### config.mk
export PLATFORM = sky130hd
export DESIGN_NAME = mux_n_1_stream_flat
export DESIGN_NICKNAME = d
export VERILOG_FILES = /design/src/rtl/mux_n_1_stream_if.sv /design/src/rtl/mux_n_1_stream.sv /design/src/flat_wrapper.sv
export SDC_FILE = /design/constraint.sdc
export NUM_CORES = 1
export LEC_CHECK = 0
export CAP_MARGIN = 20
export CORE_MARGIN = 3
export CORE_UTILIZATION = 39
export CTS_BUF_LIST = sky130_fd_sc_hd__clkbuf_4 sky130_fd_sc_hd__clkbuf_8 sky130_fd_sc_hd__clkbuf_16
export DETAILED_ROUTE_END_ITERATION = 10
export GPL_TIMING_DRIVEN = 0
export PLACE_DENSITY_LB_ADDON = 0.08
export SYNTH_ARGS = -nofsm -noshare
export SYNTH_HDL_FRONTEND = slang
export SYNTH_SLANG_ARGS = --single-unit
### constraint.sdc
create_clock -name clk -period 3.3 [get_ports clk]
set_input_delay 0.66 -clock clk [delete_from_list [all_inputs] [get_ports clk]]
set_output_delay 0.66 -clock clk [all_outputs]
set_load 0.01 [all_outputs]
### src/rtl/mux_n_1_stream_if.sv
// Stream bundle between N producer channels, the N:1 mux and one consumer.
// slave  : the mux side (takes producer beats, drives the consumer side).
// master : the environment side (producers plus consumer).
interface mux_n_1_stream_if #(
   parameter int WIDTH = 8,
   parameter int N     = 4
);
   logic [N*WIDTH-1:0] in_data;
   logic [N-1:0]       in_valid;
   logic [N-1:0]       in_last;
   logic [N-1:0]       in_ready;
   logic [WIDTH-1:0]   out_data;
   logic               out_valid;
   logic               out_last;
   logic               out_ready;

   modport slave (
      input  in_data, in_valid, in_last, out_ready,
      output in_ready, out_data, out_valid, out_last
   );

   modport master (
      output in_data, in_valid, in_last, out_ready,
      input  in_ready, out_data, out_valid, out_last
   );
endinterface

### src/rtl/mux_n_1_stream.sv
// N:1 handshaked stream multiplexer with packet locking and a registered
// output stage. Channel choice comes from an external select (mode=0) or a
// round-robin arbiter (mode=1); a multi-beat packet keeps its channel until
// the beat carrying last has been accepted.
//
//   state  | meaning
//   -------+-------------------------------------------------------------
//   IDLE   | no packet open; mode/sel choose the candidate each cycle
//   LOCKED | multi-beat packet open on grant_idx; only that channel moves
module mux_n_1_stream #(
   parameter int WIDTH = 8,
   parameter int N     = 4,
   parameter int SELW  = 2
) (
   input  logic                 clk,
   input  logic                 rst_n,
   mux_n_1_stream_if.slave      bus,
   input  logic                 mode,
   input  logic [SELW-1:0]      sel,
   output logic [SELW-1:0]      grant_idx,
   output logic                 busy
);

   typedef enum logic {
      IDLE   = 1'b0,
      LOCKED = 1'b1
   } state_t;

   state_t            state, state_nxt;
   logic [SELW-1:0]   rr_ptr;
   logic [SELW-1:0]   cand;
   logic              cand_ok;
   logic [SELW-1:0]   act;
   logic              act_ok;
   logic              can_load;
   logic              xfer;
   logic              act_valid;
   logic              act_last;
   logic [WIDTH-1:0]  act_data;
   logic [WIDTH-1:0]  out_data_q;
   logic              out_valid_q;
   logic              out_last_q;
   int                idx;

   assign can_load = !out_valid_q || bus.out_ready;

   // Candidate channel while IDLE: external select, or first valid channel
   // after the round-robin pointer.
   always_comb begin
      cand_ok = 1'b0;
      cand    = '0;
      idx     = 0;
      if (!mode) begin
         if (int'(sel) < N) begin
            cand_ok = 1'b1;
            cand    = sel;
         end
      end else begin
         for (int k = 1; k <= N; k++) begin
            idx = (int'(rr_ptr) + k) % N;
            if (!cand_ok && bus.in_valid[idx]) begin
               cand_ok = 1'b1;
               cand    = SELW'(idx);
            end
         end
      end
   end

   // Active channel: the locked one, otherwise the IDLE candidate.
   always_comb begin
      act    = cand;
      act_ok = cand_ok;
      if (state == LOCKED) begin
         act    = grant_idx;
         act_ok = 1'b1;
      end
   end

   // Per-channel ready and the mux of the active channel's beat. Ready is
   // held low during reset so no producer sees a phantom accept.
   always_comb begin
      bus.in_ready = '0;
      act_valid    = 1'b0;
      act_last     = 1'b0;
      act_data     = '0;
      for (int i = 0; i < N; i++) begin
         if (act_ok && (int'(act) == i)) begin
            bus.in_ready[i] = can_load && rst_n;
            act_valid       = bus.in_valid[i];
            act_last        = bus.in_last[i];
            act_data        = bus.in_data[i*WIDTH +: WIDTH];
         end
      end
   end

   assign xfer = act_ok && can_load && rst_n && act_valid;

   // Next-state: open a lock on a non-last beat, release it on the last beat.
   always_comb begin
      state_nxt = state;
      case (state)
         IDLE:    if (xfer && !act_last) state_nxt = LOCKED;
         LOCKED:  if (xfer &&  act_last) state_nxt = IDLE;
         default: state_nxt = IDLE;
      endcase
   end

   // State register, grant/pointer bookkeeping and busy flag.
   always_ff @(posedge clk or negedge rst_n) begin
      if (!rst_n) begin
         state     <= IDLE;
         grant_idx <= '0;
         rr_ptr    <= SELW'(N - 1);
         busy      <= 1'b0;
      end else begin
         state <= state_nxt;
         busy  <= (state_nxt == LOCKED);
         if (xfer && (state == IDLE)) grant_idx <= act;
         if (xfer && act_last)        rr_ptr    <= act;
      end
   end

   // Output register: loads whenever the slot is empty or being drained.
   always_ff @(posedge clk or negedge rst_n) begin
      if (!rst_n) begin
         out_valid_q <= 1'b0;
         out_data_q  <= '0;
         out_last_q  <= 1'b0;
      end else if (can_load) begin
         out_valid_q <= xfer;
         if (xfer) begin
            out_data_q <= act_data;
            out_last_q <= act_last;
         end
      end
   end

   assign bus.out_data  = out_data_q;
   assign bus.out_valid = out_valid_q;
   assign bus.out_last  = out_last_q;

endmodule
### src/flat_wrapper.sv
// flat-port wrapper written by rule: the top's interface ports become plain ports
module mux_n_1_stream_flat 
#(
   parameter int WIDTH = 8,
   parameter int N     = 4,
   parameter int SELW  = 2
)
  (clk, rst_n, mode, sel, grant_idx, busy, bus_in_data, bus_in_valid, bus_in_last, bus_out_ready, bus_in_ready, bus_out_data, bus_out_valid, bus_out_last);
  mux_n_1_stream_if #(.WIDTH(WIDTH), .N(N)) bus_i ();
  input  logic clk;
  input  logic rst_n;
  input  logic mode;
  input  logic [SELW-1:0] sel;
  output logic [SELW-1:0] grant_idx;
  output logic busy;
  input wire logic [$bits(bus_i.in_data)-1:0] bus_in_data;
  input wire logic [$bits(bus_i.in_valid)-1:0] bus_in_valid;
  input wire logic [$bits(bus_i.in_last)-1:0] bus_in_last;
  input wire logic [$bits(bus_i.out_ready)-1:0] bus_out_ready;
  output wire logic [$bits(bus_i.in_ready)-1:0] bus_in_ready;
  output wire logic [$bits(bus_i.out_data)-1:0] bus_out_data;
  output wire logic [$bits(bus_i.out_valid)-1:0] bus_out_valid;
  output wire logic [$bits(bus_i.out_last)-1:0] bus_out_last;
  assign bus_i.in_data = bus_in_data;
  assign bus_i.in_valid = bus_in_valid;
  assign bus_i.in_last = bus_in_last;
  assign bus_i.out_ready = bus_out_ready;
  assign bus_in_ready = bus_i.in_ready;
  assign bus_out_data = bus_i.out_data;
  assign bus_out_valid = bus_i.out_valid;
  assign bus_out_last = bus_i.out_last;
  mux_n_1_stream #(.WIDTH(WIDTH), .N(N), .SELW(SELW)) u_core (.clk(clk), .rst_n(rst_n), .bus(bus_i), .mode(mode), .sel(sel), .grant_idx(grant_idx), .busy(busy));
endmodule
==> impl_metrics.env <==
export IMPL_drt_iter0_drc=26
export IMPL_initial_core_util=0.418
export IMPL_dp_hpwl_mm=2.65
export IMPL_syn_num_nets=163
export IMPL_grt_pass1_wl_mm=5.38
export IMPL_coreArea_um2=2830
export IMPL_fin_nets=233
export IMPL_synth_edf_count=0
export IMPL_p_leak_nw=0.858
export IMPL_fp_dieH_um=61.0
export IMPL_start_kind="primary input"
export IMPL_antenna_found_initial=0
export IMPL_cts_tree="yes"
export IMPL_yosys_warnings=0
export IMPL_clk_pin_slew_ns=0.10
export IMPL_crit_type="primary input to output pin"
export IMPL_cts_root_buf="clkbuf_4"
export IMPL_die_width_um=61.0
export IMPL_rows=19
export IMPL_crit_path_max_incr_delay_ns=0.43
export IMPL_hold_ws_ns=0.484
export IMPL_insertion_delay_ns=0.29
export IMPL_final_layout_size_suffix_gt1_frac=0.183
export IMPL_synth_distinct_cells=36
export IMPL_arrival_ns=2.53
export IMPL_antennaDiodeCount=0
export IMPL_port_buffers=62
export IMPL_detail_route_drc_violations=0
export IMPL_viasPerCell=5.47
export IMPL_tightest_slew_ns=0.842
export IMPL_fin_skew_ns=0.00102
export IMPL_outcome="completed"
export IMPL_syn_inst=117
export IMPL_cp_max_fo=10
export IMPL_cp_cell_sequence="clkdlybuf4s15_2 -> or3b_4 -> and3_1 -> a211o_4 -> clkbuf_8 -> nor3b_1 -> clkdlybuf4s15_2"
export IMPL_synth_most_common_cell="mux2i_1"
export IMPL_report_final_hold_viol_count=0
export IMPL_crit_slowest_cell="or3b_4"
export IMPL_ys_flop_type="dfrtp_1"
export IMPL_path_delay_family="simple AND/OR/NAND/NOR gates"
export IMPL_clock_sinks=15
export IMPL_worstSetupEndpointType="output pin"
export IMPL_fin_area_um2=1940
export IMPL_ys_ff_latch=15
export IMPL_htreeDepth=1
export IMPL_cpMostUsedCell="clkdlybuf4s15_2"
export IMPL_grt_pass1_vias=1170
export IMPL_dp_slack_ns=-0.841
export IMPL_p_per_area_nw_per_um2=857
export IMPL_fin_crit_sh=0.967
export IMPL_path_buf_inv=3
export IMPL_avgRoutedWirePerCell_um=15.5
export IMPL_setup_tns_ns=0
export IMPL_hold_path_class="primary input to asynchronous set/reset pin"
export IMPL_synth_avg_cell_area_um2=10.1
export IMPL_yosysTopAreaCellShare=0.275
export IMPL_cts_made_buffers=3
export IMPL_drt_antenna_violating_nets=0
export IMPL_globalRouteOverflowTotal=0
export IMPL_slew_headroom=0.439
export IMPL_holdBufCountCts=0
export IMPL_n_fill_cell=233
export IMPL_io_pins=63
export IMPL_finalPower_mw=1.66
export IMPL_syn_area_um2=1180
export IMPL_drt_pass1_iter_count=4
export IMPL_rsz0062_at_grt="false"
export IMPL_synth_area_leaders="dfrtp_1 (28%), mux2i_1 (18%), mux2_4 (8.9%), o22ai_1 (5.3%), dfstp_2 (4.4%)"
export IMPL_gp_congestion=0.823
export IMPL_grt_max_degree=17
export IMPL_peakVddDrop_mv=0.482
export IMPL_grtUsageTotal=0.191
export IMPL_placed_area_um2=1840
export IMPL_layout_setup_ws_ns=0.110
export IMPL_yosysTopAreaCell="dfrtp_1"
export IMPL_via_count=1187
export IMPL_fmax_ghz=0.313
export IMPL_worst_ep_required_time_ns=2.64
export IMPL_ys_seq_area_frac=0.320
export IMPL_min_period_ns=3.19
export IMPL_wl_mm=3.37
export IMPL_cts_buffer_depth=2
export IMPL_maxSlewViolCount=0
export IMPL_synthArstFlopShare=1.00
export IMPL_drv_cap=0
export IMPL_dieArea_um2=3720
export IMPL_setup_violations_final=0
export IMPL_area_delta_synth_final_pct=64.3
export IMPL_netlist_top_cells_count="mux2i_1 (21), dfrtp_1 (13), o22ai_1 (10), nand2_1 (8), mux2_4 (7)"
cell usage in the layout (no fill, tap or decap), types with 3 or more instances in the layout:
| master | synthesis | layout |
|---|---|---|
| a21oi_1 | 3 | 3 |
| inv_1 | 4 | 4 |
| mux2_4 | 7 | 7 |
| dfrtp_1 | 13 | 13 |
| dlygate4sd2_1 | 0 | 6 |
| nand3_1 | 3 | 3 |
| mux2_1 | 3 | 3 |
| clkbuf_4 | 0 | 3 |
| mux2i_1 | 21 | 21 |
| clkdlybuf4s50_1 | 0 | 53 |
| nor2_1 | 5 | 5 |
| nand2b_1 | 5 | 5 |
| nand2_1 | 8 | 8 |
| and3_1 | 3 | 3 |
| o22ai_1 | 10 | 10 |
| buf_4 | 0 | 3 |
flip-flops by register name (all words and copies together) (netlist names), named ones only:
| signal | cells |
|---|---|
| u_core.bus.out_data | 8 |
| u_core.grant_idx | 2 |
| u_core.rr_ptr | 2 |
| u_core.bus.out_last | 1 |
| u_core.bus.out_valid | 1 |
path summary, 6_finish.rpt:
kind,from,end,slack (ns),cells past startpoint
setup / recovery,bus_in_valid[1],bus_in_ready[3],0.11,7
hold / removal,rst_n,u_core.bus.out_data[5],0.48,1
setup reg to reg,u_core.rr_ptr[0],u_core.rr_ptr[0],0.64,7
hold reg to reg,u_core.rr_ptr[0],u_core.rr_ptr[0],0.50,2
max in group asynchronous,rst_n,u_core.bus.out_data[7],2.37,1
min in group clk,u_core.rr_ptr[0],u_core.rr_ptr[0],0.50,2
through the flow:
| stage | std cells | utilization |
|---|---|---|
| final | 217 | 0.686 |
| after floorplan | 117 | - |
| after CTS | 217 | 0.686 |
| after detailed placement | 210 | 0.651 |
| after global routing | 217 | 0.686 |
| after global placement | 210 | 0.651 |
metal layers:
metal | track usage | wire [um] | up-vias
met5 | 0 | 0 | -
met4 | 0.00929 | 0 | 0
met3 | 0.0440 | 203 | 0
met2 | 0.349 | 1800 | 41
met1 | 0.239 | 1370 | 567
li1 | - | - | 579
layout make-up:
class                           instances  area (um^2)  area share
Tap cell                               31         38.8      0.0200
Timing Repair Buffer                   65          638       0.329
Sequential cell                        15          378       0.195
Buffer                                  5         48.8      0.0251
Inverter                                5         18.8     0.00967
Multi-Input combinational cell         92          791       0.407
Clock inverter                          1         5.00     0.00258
Clock buffer                            3         22.5      0.0116
repair_timing:
| action | in CTS | in global routing |
|---|---|---|
| gates resized for setup | 27 | 1 |
| gates cloned | 0 | 0 |
| pin swaps | 3 | 0 |
| setup endpoints to repair | 4 | 2 |
| endpoints found under the hold margin | 0 | 0 |
| buffers inserted | 3 | 0 |
worst reg2reg max path, stage by stage, from the launching register on:
cell and delay [ns]:
dfstp_2 0.40, or3b_4 0.42, and3_1 0.19, and3b_1 0.20
a21oi_1 0.68, o22ai_1 0.28, nand3_1 0.22, mux2i_1 0.20
kinds of logic after synthesis:
kind of cell / share of synthesized area
AO/OA/AOI/OAI: 0.182
buffers and inverters: 0.0402
flip-flops: 0.320
multiplexers: 0.296
AND/OR/NAND/NOR: 0.162
report_power, final:
part	leakage [nW]	internal [mW]	total [mW]	switching [mW]
sequential	0.176	0.289	0.352	0.0630
combinational	0.664	0.658	1.20	0.542
clock	0.0177	0.0450	0.112	0.0670
Note: power is estimated with default switching activity, not from simulation.
